--- src/rtl/uart_tx_fifo.sv ---
// uart_tx_fifo: byte FIFO feeding an 8N1 UART serializer.
// Optional even-parity bit (8E1 frames) when UART_TX_PARITY_EN is defined.
// tx_pin is registered from the current state. It therefore follows the
// state machine by one cycle.
`timescale 1ns/1ps

module uart_tx_fifo #(
    parameter int unsigned CLK_DIV    = 104,
    parameter int unsigned DEPTH_LOG2 = 4
) (
    input  logic       clk,
    input  logic       rst_n,
    input  logic       fifo_write_req,
    input  logic [7:0] fifo_write_data,
    output logic       full,
    output logic       tx_pin,
    output logic       tx_busy
);

    localparam int unsigned DEPTH  = 1 << DEPTH_LOG2;
    localparam int unsigned CW     = DEPTH_LOG2 + 1;
    localparam int unsigned BAUD_W = (CLK_DIV > 1) ? $clog2(CLK_DIV) : 1;
    localparam logic [BAUD_W-1:0] BAUD_LAST  = BAUD_W'(CLK_DIV - 1);
    localparam logic [CW-1:0]     COUNT_FULL = CW'(DEPTH);

    typedef enum logic [2:0] {
        IDLE,
        START,
        DATA,
`ifdef UART_TX_PARITY_EN
        PARITY,
`endif
        STOP
    } state_t;

    logic [7:0]            mem_q [DEPTH];
    logic [DEPTH_LOG2-1:0] wr_ptr_q, wr_ptr_d;
    logic [DEPTH_LOG2-1:0] rd_ptr_q, rd_ptr_d;
    logic [CW-1:0]         count_q, count_d;
    logic                  full_q, full_d;

    state_t                state_q, state_d;
    logic [BAUD_W-1:0]     baud_q, baud_d;
    logic [2:0]            bit_q, bit_d;
    logic [7:0]            shift_q, shift_d;
    logic                  tx_q, tx_d;

    logic                  wr_accept;
    logic                  pop;
    logic                  baud_done;

    // Writes are gated by the registered full flag, i.e. the pre-edge count.
    assign wr_accept = fifo_write_req && !full_q;
    assign baud_done = (baud_q == BAUD_LAST);

    assign full    = full_q;
    assign tx_pin  = tx_q;
    assign tx_busy = (state_q != IDLE);

    // FIFO storage: data only, no reset needed.
    always_ff @(posedge clk) begin
        if (wr_accept) begin
            mem_q[wr_ptr_q] <= fifo_write_data;
        end
    end

    // FIFO pointer/occupancy next state; full is precomputed from the next count.
    always_comb begin
        wr_ptr_d = wr_ptr_q;
        rd_ptr_d = rd_ptr_q;
        count_d  = count_q;
        if (wr_accept) begin
            wr_ptr_d = wr_ptr_q + 1'b1;
        end
        if (pop) begin
            rd_ptr_d = rd_ptr_q + 1'b1;
        end
        case ({wr_accept, pop})
            2'b10:   count_d = count_q + 1'b1;
            2'b01:   count_d = count_q - 1'b1;
            default: count_d = count_q;
        endcase
        full_d = (count_d == COUNT_FULL);
    end

    // FIFO control registers.
    always_ff @(posedge clk or negedge rst_n) begin
        if (!rst_n) begin
            wr_ptr_q <= '0;
            rd_ptr_q <= '0;
            count_q  <= '0;
            full_q   <= 1'b0;
        end else begin
            wr_ptr_q <= wr_ptr_d;
            rd_ptr_q <= rd_ptr_d;
            count_q  <= count_d;
            full_q   <= full_d;
        end
    end

    // Serializer next state, pop request and line level for the current state.
    always_comb begin
        state_d = state_q;
        bit_d   = bit_q;
        shift_d = shift_q;
        pop     = 1'b0;
        tx_d    = 1'b1;
        case (state_q)
            IDLE: begin
                tx_d = 1'b1;
                if (count_q != '0) begin
                    pop     = 1'b1;
                    shift_d = mem_q[rd_ptr_q];
                    state_d = START;
                end
            end
            START: begin
                tx_d = 1'b0;
                if (baud_done) begin
                    bit_d   = '0;
                    state_d = DATA;
                end
            end
            DATA: begin
                tx_d = shift_q[bit_q];
                if (baud_done) begin
                    if (bit_q == 3'd7) begin
`ifdef UART_TX_PARITY_EN
                        state_d = PARITY;
`else
                        state_d = STOP;
`endif
                    end else begin
                        bit_d = bit_q + 1'b1;
                    end
                end
            end
`ifdef UART_TX_PARITY_EN
            PARITY: begin
                tx_d = ^shift_q;
                if (baud_done) begin
                    state_d = STOP;
                end
            end
`endif
            STOP: begin
                tx_d = 1'b1;
                if (baud_done) begin
                    state_d = IDLE;
                end
            end
            default: begin
                state_d = IDLE;
            end
        endcase

        if ((state_d != state_q) || baud_done || (state_q == IDLE)) begin
            baud_d = '0;
        end else begin
            baud_d = baud_q + 1'b1;
        end
    end

    // Serializer registers; tx line is forced high by reset.
    always_ff @(posedge clk or negedge rst_n) begin
        if (!rst_n) begin
            state_q <= IDLE;
            baud_q  <= '0;
            bit_q   <= '0;
            shift_q <= '0;
            tx_q    <= 1'b1;
        end else begin
            state_q <= state_d;
            baud_q  <= baud_d;
            bit_q   <= bit_d;
            shift_q <= shift_d;
            tx_q    <= tx_d;
        end
    end

endmodule

--- config.mk ---
export PLATFORM = sky130hd
export DESIGN_NAME = uart_tx_fifo
export DESIGN_NICKNAME = d
export VERILOG_FILES = /design/src/rtl/uart_tx_fifo.sv
export SDC_FILE = /design/constraint.sdc
export NUM_CORES = 1
export LEC_CHECK = 0
export CAP_MARGIN = 20
export CORE_AREA = 8 8 116 128
export CTS_CLUSTER_DIAMETER = 50
export DETAILED_ROUTE_END_ITERATION = 8
export DIE_AREA = 0 0 124 136
export GPL_ROUTABILITY_DRIVEN = 0
export PLACE_DENSITY = 0.74
export SKIP_LAST_GASP = 1
export SLEW_MARGIN = 20
export SYNTH_ARGS = -nofsm -noshare
export SYNTH_HDL_FRONTEND = slang
export SYNTH_SLANG_ARGS = --single-unit
--- constraint.sdc ---
create_clock -name clk -period 4.26 [get_ports clk]
set_input_delay 0.852 -clock clk [delete_from_list [all_inputs] [get_ports clk]]
set_output_delay 0.852 -clock clk [all_outputs]
set_load 0.02 [all_outputs]
==> results of run 1 <==
## registers in the layout, summed over array words and instances, names as in the netlist
| register | count |
|---|---|
| wr_ptr_q | 4 |
| bit_q | 3 |
| shift_q | 8 |
| baud_q | 7 |
| tx_pin | 1 |
| state_q | 3 |
| full | 1 |
| count_q | 5 |
| rd_ptr_q | 4 |
| mem_q | 128 |
## cell families (layout without fill, tap and decap cells)
logic type / Yosys count / in the layout / share of synthesized area, %
muxes: 40 / 40 / 12.1
adders and majority gates: 10 / 10 / 1.83
and+or+nand+nor: 91 / 91 / 7.23
buffers and inverters: 28 / 62 / 2.32
xor gates and xnor gates: 16 / 16 / 2.05
DFF: 164 / 164 / 69.4
AOI/OAI and AO/OA: 41 / 41 / 4.93
other: 1 / 1 / 0.0549
## worst register-to-register path: stages (launching register included)
cell and delay (ps):
dfrtp_1 480, nor4_4 370, and2_1 200, nand2b_1 110, buf_4 220, inv_2 80
ha_1 390, and3b_1 220, o32ai_1 240, a311oi_1 110, a311oi_2 270, and4bb_1 230
## layer usage
layer | up-vias | wire, um | global-route usage, %
met4 | 0 | 297 | 7.08
met5 | - | 0 | 0
met1 | 1764 | 5260 | 20.2
met2 | 120 | 6260 | 26.0
met3 | 29 | 722 | 5.11
li1 | 1567 | - | -
## power by group
group	switching [mW]	internal (mW)	total [mW]
Clock	0.609	0.800	1.41
Sequential	0.214	1.96	2.18
Combinational	0.624	0.591	1.21
Total	1.45	3.35	4.80
## final cells by class
class                   instances  area, um^2  area share, %
flip-flops and latches        164        4750           62.1
clock inverters                13         110           1.44
inverters                       8        30.0          0.393
repair buffers                 22         193           2.52
multi-input cells             199        1930           25.2
clock buffers                  19         433           5.66
well taps                     161         201           2.64
## worst max path at each step
stage                     slack, ps  depth (start not counted)        endpoint
final                          1150                          9  full$_DFF_PN0_
after CTS                      1230                          9  full$_DFF_PN0_
after floorplan                1500                         10  full$_DFF_PN0_
after global routing           1070                          9  full$_DFF_PN0_
after global placement          930                          9  full$_DFF_PN0_
after detailed placement        800                          9  full$_DFF_PN0_
## placed cells by master, fill, tap and decap left out, drive strengths merged, types with 3 or more instances in the layout
cell type      count
clkdlybuf4s50     12
nor2              29
a221oi             8
dfrtp             35
a311oi             3
o21ai             10
nor3               6
nor2b              6
inv               10
mux2               3
a22o              10
and2               3
buf               10
xor2               4
mux2i              3
nand2b             4
ha                10
edfxtp           128
and4bb             3
nand3              3
mux4              34
xnor2             12
clkbuf            19
clkinv             8
nand2             24
==> flow_summary_export.csv, run 1 <==
group,metric,value,unit
worst_hold_path,min_to,"baud_q[0]$_DFF_PN0_",
final_layout,final_area,0.00764,mm^2
timing,period_minus_slack,3110,ps
route,vias,3480,
global_route,grt_max_degree,37,
yosys,synth.most_common_cell,"edfxtp_1",
timing,max_slew_margin,41.5,%
placement,io_buffers,13,
timing,whs,468,ps
floorplanning,start_util,53.0,%
critical_path,worst_ep_arrival_time,3470,ps
critical_path,crit_fanout,10,
yosys,ys_types,56,
worst_hold_path,hold_path_depth,1,
flow_run,max-cap-violations,0,
placement,dpl.hpwl,8170,um
critical_path,cpPeakStageDelay,470,ps
yosys,yosys_warnings,0,
clocking,hold_buffers,0,
floorplanning,die_h,136,um
global_route,overflow,0,
power_and_ir_drop,powerDensity,628,mW/mm^2
route,drc,0,
route,ant_nets,0,
critical_path,start_kind,"primary input",
yosys,synth-async-reset-ratio,22.0,%
critical_path,critical_path_class,"in2reg",
clocking,cts_tree,"yes",
worst_hold_path,hold_class,"reg2reg",
route,vias_per_cell,5.94,
timing,fin_setup_tns,0,ps
final_layout,drive_above_1_share,20.7,%
final_layout,layoutNonFillerInstCount,586,
global_route,antenna_found_initial,0,
run_status,status,"completed",
clocking,cts_resized,0,
yosys,postSynthAreaPerCell,17.5,um^2
clocking,clk_latency,430,ps
timing,hold_viol_final,0,
critical_path,r2r_end,"full$_DFF_PN0_",
yosys,synth_fp_nets,412,
timing,final_max_slew_viol_count,0,
yosys,ys_seq_area_share,69.4,%
global_route,grt_pass1_wl,19700,um
power_and_ir_drop,p_leak,2.63,nW
critical_path,reg2reg_from,"count_q[1]$_DFF_PN0_",
worst_hold_path,min-delay-start,"baud_q[0]$_DFF_PN0_",
global_route,grt_pass1_vias,3584,
route,first_pass_iters,4,
clocking,cts.sinks,164,
timing,clock.fmax,322,MHz
critical_path,critPathBufInv,2,
floorplanning,dieArea,0.0169,mm^2
critical_path,required,4620,ps
clocking,clk_pin_slew,60,ps
clocking,clock_path_buffers,2,
final_layout,utilization,59.3,%
yosys,synthesis.area,0.00683,mm^2
final_layout,nFillCells,959,
final_layout,antenna_cells,0,
timing,rsz0062_at_grt,"false",
timing,clock_skew,5.43,ps
timing,setup_ws,1150,ps
clocking,numCtsBuffers,17,
critical_path,cp-startpoint,"fifo_write_req",
power_and_ir_drop,power.total,4.80,mW
placement,placed_cell_area,0.00710,mm^2
critical_path,crit_chain,"clkdlybuf4s50_1, nor2b_2, inv_1, ha_1, and3b_1, o32ai_1, a311oi_1, a311oi_2, and4bb_1",
critical_path,ff2ff_setup_slack,1270,ps
critical_path,reg2reg_depth,11,
critical_path,crit_family,"simple AND/OR/NAND/NOR gates",
yosys,synth_top_area_share,56.2,%
yosys,synth_commonest_cells,"128 x edfxtp_1, 35 x dfrtp_1, 34 x mux4_2, 29 x nor2_1, 24 x nand2_1",
power_and_ir_drop,peakVddDrop,0.431,mV
route,wl_per_cell,21.4,um
timing,worst_slew_pin_slew,874,ps
yosys,ys.flop_type,"edfxtp_1",
clocking,post-cts-setup-buffers,0,
floorplanning,pin_count,14,
route,drt_iter0_drc,342,
placement,place_ws,797,ps
floorplanning,core_area,0.0129,mm^2
floorplanning,die_x,124,um
clocking,htree_levels,4,
yosys,synth_seq_cells,164,
yosys,synthCells,391,
timing,fin_crit_sh,72.9,%
floorplanning,num_rows,44,
yosys,synth_edf_count,128,
timing,setup_viol,0,
yosys,synth_area_leader_cell,"edfxtp_1",
final_layout,nets,433,
route,drt_wl_total,12500,um
final_layout,syn_to_final_growth,11.8,%
critical_path,slowest_stage,"nor2b_2",
yosys,synth.top_cells.by_area,"edfxtp_1 56%, dfrtp_1 13%, mux4_2 11%",
global_route,grtUsageTotal,16.3,%
critical_path,end_kind,"flip-flop",
placement,dp.cells,554,
clocking,root_buffer,"clkbuf_16",
Note: power is estimated with default switching activity, not from simulation.
==> run 2: changes to the inputs <==
==> constraint.sdc (replaced) <==
create_clock -name clk -period 2.86 [get_ports clk]
set_input_delay 0.572 -clock clk [delete_from_list [all_inputs] [get_ports clk]]
set_output_delay 0.572 -clock clk [all_outputs]
set_load 0.02 [all_outputs]
==> flow_summary_export.csv, run 2 (synthesis gave the netlist of run 1 again) <==
group,metric,value,unit
run_status,status,"completed",
global_route,grt_pass1_wl,19600,um
final_layout,final_common_cell,"edfxtp_1",
floorplanning,die_h,136,um
route,drt_iter0_drc,275,
floorplanning,start_util,53.0,%
timing,clock_skew,5.24,ps
timing,setup_viol,0,
final_layout,utilization,60.5,%
route,ant_nets,0,
timing,period_minus_slack,2630,ps
critical_path,end_kind,"flip-flop",
final_layout,nets,446,
timing,clock.fmax,380,MHz
critical_path,required,3220,ps
critical_path,worst_ep_arrival_time,2990,ps
clocking,post-cts-setup-buffers,0,
route,wl_per_cell,20.7,um
critical_path,crit_fanout,7,
final_layout,layout_common_cells,"128 x edfxtp_1, 34 x mux4_2, 34 x dfrtp_1, 29 x nor2_1, 24 x nand2_1",
clocking,clk_pin_slew,60,ps
clocking,clock_path_buffers,2,
clocking,cts.sinks,164,
critical_path,crit_family,"simple AND/OR/NAND/NOR gates",
floorplanning,dieArea,0.0169,mm^2
critical_path,slowest_stage,"dfrtp_1",
route,vias,3554,
final_layout,largest_reg_flops,128,
floorplanning,core_area,0.0129,mm^2
clocking,clk_latency,420,ps
timing,final_max_slew_viol_count,0,
global_route,grt_pass1_vias,3609,
route,first_pass_iters,4,
placement,dpl.hpwl,7670,um
floorplanning,num_rows,44,
floorplanning,die_x,124,um
power_and_ir_drop,power.total,7.27,mW
timing,fin_setup_tns,0,ps
placement,dp.cells,567,
final_layout,antenna_cells,0,
critical_path,critPathBufInv,1,
final_layout,syn_to_final_growth,14.1,%
timing,fin_crit_sh,92.0,%
clocking,htree_levels,4,
clocking,root_buffer,"clkbuf_16",
timing,whs,244,ps
timing,hold_viol_final,0,
global_route,overflow,0,
clocking,cts_resized,0,
route,vias_per_cell,5.93,
power_and_ir_drop,powerDensity,932,mW/mm^2
critical_path,crit_chain,"nor4_4, and2_1, nand2b_1, inv_2, ha_1, and3b_1, o32ai_1, a311oi_1, a311oi_2, and4bb_1",
critical_path,cpPeakStageDelay,480,ps
final_layout,top_register,"mem_q",
power_and_ir_drop,peakVddDrop,0.522,mV
route,drc,0,
timing,rsz0062_at_grt,"false",
timing,max_slew_margin,45.3,%
flow_run,max-cap-violations,0,
critical_path,critical_path_class,"reg2reg",
clocking,numCtsBuffers,17,
route,drt_wl_total,12400,um
timing,worst_slew_pin_slew,821,ps
floorplanning,pin_count,14,
placement,io_buffers,13,
final_layout,layoutNonFillerInstCount,599,
final_layout,top_regs,"mem_q: 128 flops, shift_q: 8 flops, baud_q: 7 flops",
global_route,grtUsageTotal,16.0,%
final_layout,drive_above_1_share,23.7,%
clocking,hold_buffers,0,
critical_path,start_kind,"flip-flop",
power_and_ir_drop,p_leak,2.72,nW
clocking,cts_tree,"yes",
final_layout,nFillCells,936,
global_route,grt_max_degree,37,
worst_hold_path,hold_class,"in2async",
global_route,antenna_found_initial,0,
-- run 2: cell types whose count changed in the layout (fill, tap and decap cells not counted), moves of 2 or more --
cell	delta
buf_4	+11
clkinv_4	-2
clkinv_2	-2
clkbuf_1	-2
inv_6	+3
inv_8	+3
buf_12	+2
-- run 2: through the flow --
stage | instance area [um^2] | worst slack (ps)
6_report | 7790 | 228
2_1_floorplan | 6830 | 231
4_1_cts | 7790 | 248
5_1_grt | 7790 | 115
3_3_place_gp | 7220 | 125
3_5_place_dp | 7220 | 34.5
-- run 2: where the power goes --
part | total (mW) | internal, mW | switching, mW
Sequential | 3.16 | 2.92 | 0.236
Combinational | 1.93 | 0.932 | 1.00
Clock | 2.18 | 1.22 | 0.952
Total | 7.27 | 5.08 | 2.19
-- run 2: final timing paths --
kind	startpoint	to	slack, ps	cells after the start
min in group clk	baud_q[0]$_DFF_PN0_	baud_q[0]$_DFF_PN0_	460	1
min	rst_n	count_q[4]$_DFF_PN0_	240	1
max in group asynchronous	rst_n	rd_ptr_q[0]$_DFFE_PN0P_	2040	1
max	count_q[1]$_DFF_PN0_	full$_DFF_PN0_	230	10
max reg2reg	count_q[1]$_DFF_PN0_	full$_DFF_PN0_	230	10
min reg2reg	baud_q[0]$_DFF_PN0_	baud_q[0]$_DFF_PN0_	460	1
-- run 2: cell type report --
type                       instances  area (um^2)  share of cell area [%]
clock buffer                      17          425                    5.46
clock inverter                    15          146                    1.88
inverter                           8         30.0                   0.385
multi-input combinational        199         1930                    24.8
sequential                       164         4750                    60.9
tap                              161          201                    2.58
timing repair buffer              35          315                    4.04
-- run 2: metal layers --
| layer | vias up | wire length [um] | global-route usage, % |
|---|---|---|---|
| li1 | 1593 | - | - |
| met1 | 1845 | 5260 | 19.4 |
| met2 | 95 | 6350 | 26.5 |
| met3 | 21 | 504 | 3.99 |
| met4 | 0 | 278 | 7.15 |
| met5 | - | 0 | 0 |
==> run 3: changes to the inputs <==
--- a/config.mk
+++ b/config.mk
@@ -12,6 +12,7 @@
 export DIE_AREA = 0 0 124 136
 export GPL_ROUTABILITY_DRIVEN = 0
 export PLACE_DENSITY = 0.74
+export RECOVER_POWER = 50
 export SKIP_LAST_GASP = 1
 export SLEW_MARGIN = 20
 export SYNTH_ARGS = -nofsm -noshare
==> flow_summary_export.csv, run 3 (synthesis gave the netlist of run 1 again) <==
group,metric,value,unit
global_route,overflow,0,
placement,dpl.hpwl,7670,um
route,drc,0,
final_layout,syn_to_final_growth,14.0,%
route,wl_per_cell,20.7,um
timing,period_minus_slack,2630,ps
route,drt_iter0_drc,274,
run_status,violations,"max-capacitance violations, max-slew violations",
clocking,clock_path_buffers,2,
floorplanning,die_x,124,um
power_and_ir_drop,p_leak,2.71,nW
route,met3_length,607,um
critical_path,worst_ep_arrival_time,2980,ps
floorplanning,num_rows,44,
global_route,grt_pass1_wl,19600,um
placement,io_buffers,13,
final_layout,largest_reg_flops,128,
route,met1_length,5150,um
flow_run,max-cap-violations,1,
route,vias,3566,
final_layout,layoutNonFillerInstCount,599,
critical_path,ff2ff_setup_slack,230,ps
final_layout,final_common_cell,"edfxtp_1",
timing,final_max_slew_viol_count,37,
final_layout,top_regs,"mem_q: 128 flops, shift_q: 8 flops, baud_q: 7 flops",
route,first_pass_iters,4,
final_layout,drive_above_1_share,23.1,%
final_layout,antenna_cells,0,
route,drt_wl_total,12400,um
timing,fin_crit_sh,91.8,%
final_layout,layout_common_cells,"128 x edfxtp_1, 34 x mux4_2, 34 x dfrtp_1, 29 x nor2_1, 24 x nand2_1",
critical_path,crit_fanout,7,
clocking,hold_buffers,0,
timing,fin_setup_tns,0,ps
timing,rsz0062_at_grt,"false",
global_route,grt_pass1_vias,3609,
floorplanning,start_util,53.0,%
floorplanning,dieArea,0.0169,mm^2
timing,setup_viol,0,
critical_path,critical_path_class,"reg2reg",
timing,clock.fmax,381,MHz
floorplanning,core_area,0.0129,mm^2
route,vias_per_cell,5.95,
floorplanning,die_h,136,um
critical_path,required,3220,ps
timing,clock_skew,5.78,ps
clocking,numCtsBuffers,17,
route,routed.top_layer,"met4",
clocking,post-cts-setup-buffers,0,
timing,hold_viol_final,0,
route,dr_wl_met2,6350,um
run_status,status,"finished, violations left",
global_route,grtUsageTotal,16.0,%
timing,worst_slew_pin_slew,1970,ps
critical_path,end_kind,"flip-flop",
clocking,cts.sinks,164,
power_and_ir_drop,peakVddDrop,0.521,mV
clocking,cts_resized,0,
placement,dp.cells,567,
clocking,htree_levels,4,
worst_hold_path,hold_class,"reg2reg",
clocking,clk_latency,420,ps
final_layout,nets,446,
clocking,clk_pin_slew,60,ps
final_layout,top_register,"mem_q",
power_and_ir_drop,powerDensity,932,mW/mm^2
final_layout,nFillCells,938,
critical_path,start_kind,"flip-flop",
timing,max_slew_margin,-31.3,%
global_route,grt_max_degree,37,
clocking,root_buffer,"clkbuf_16",
global_route,antenna_found_initial,0,
route,ant_nets,0,
floorplanning,pin_count,14,
clocking,cts_tree,"yes",
-- run 3: changes by cell type in the layout (fill, tap and decap cells not counted) --
cell and delta:
clkdlybuf4s50_1 -8, dlygate4sd3_1 +8, clkbuf_1 +2, buf_2 -1, buf_4 -1, nor2b_1 +1, nor2b_2 -1
-- run 3: critical path, stage by stage, from the launching register on --
cell	delay, ps
dfrtp_1	480
nor4_4	360
and2_1	190
nand2b_1	140
inv_2	60
ha_1	280
and3b_1	180
o32ai_1	250
a311oi_1	100
a311oi_2	300
and4bb_1	220
-- run 3: final cells by class --
type	count	area (um^2)	area share [%]
multi-input cells	199	1930	24.7
clock buffers	17	425	5.46
flip-flops and latches	164	4750	61.0
inverters	8	30.0	0.386
well taps	161	201	2.59
repair buffers	35	310	3.98
clock inverters	15	146	1.88
-- run 3: metrics by stage --
stage	instance area, um^2	total power [mW]	utilization (%)	hold WS, ps	setup slack, ps
after floorplan	6830	4.63	-	276	231
after global placement	7220	5.09	56.1	446	125
after detailed placement	7220	5.14	56.1	452	34.5
after CTS	7790	7.34	60.5	274	248
after global routing	7790	7.60	60.5	476	115
final	7790	7.26	60.5	455	233
-- run 3: final timing paths --
path / from / end / cells after the start
setup / recovery: count_q[1]$_DFF_PN0_ / full$_DFF_PN0_ / 10
hold / removal: baud_q[0]$_DFF_PN0_ / baud_q[0]$_DFF_PN0_ / 1
setup reg to reg: count_q[1]$_DFF_PN0_ / full$_DFF_PN0_ / 10
hold reg to reg: baud_q[0]$_DFF_PN0_ / baud_q[0]$_DFF_PN0_ / 1
max in group asynchronous: rst_n / rd_ptr_q[0]$_DFFE_PN0P_ / 1
min in group asynchronous: rst_n / count_q[4]$_DFF_PN0_ / 1
-- run 3: report_power, final --
| group | switching, mW | internal, mW | total [mW] |
|---|---|---|---|
| Clock | 0.950 | 1.22 | 2.17 |
| Sequential | 0.235 | 2.92 | 3.16 |
| Combinational | 1.00 | 0.928 | 1.93 |
| Total | 2.19 | 5.07 | 7.26 |
-- run 3: per-layer routing --
metal | vias up | global-route usage (%)
li1 | 1594 | -
met1 | 1853 | 19.4
met2 | 100 | 26.5
met3 | 19 | 3.99
met4 | 0 | 7.15
met5 | - | 0
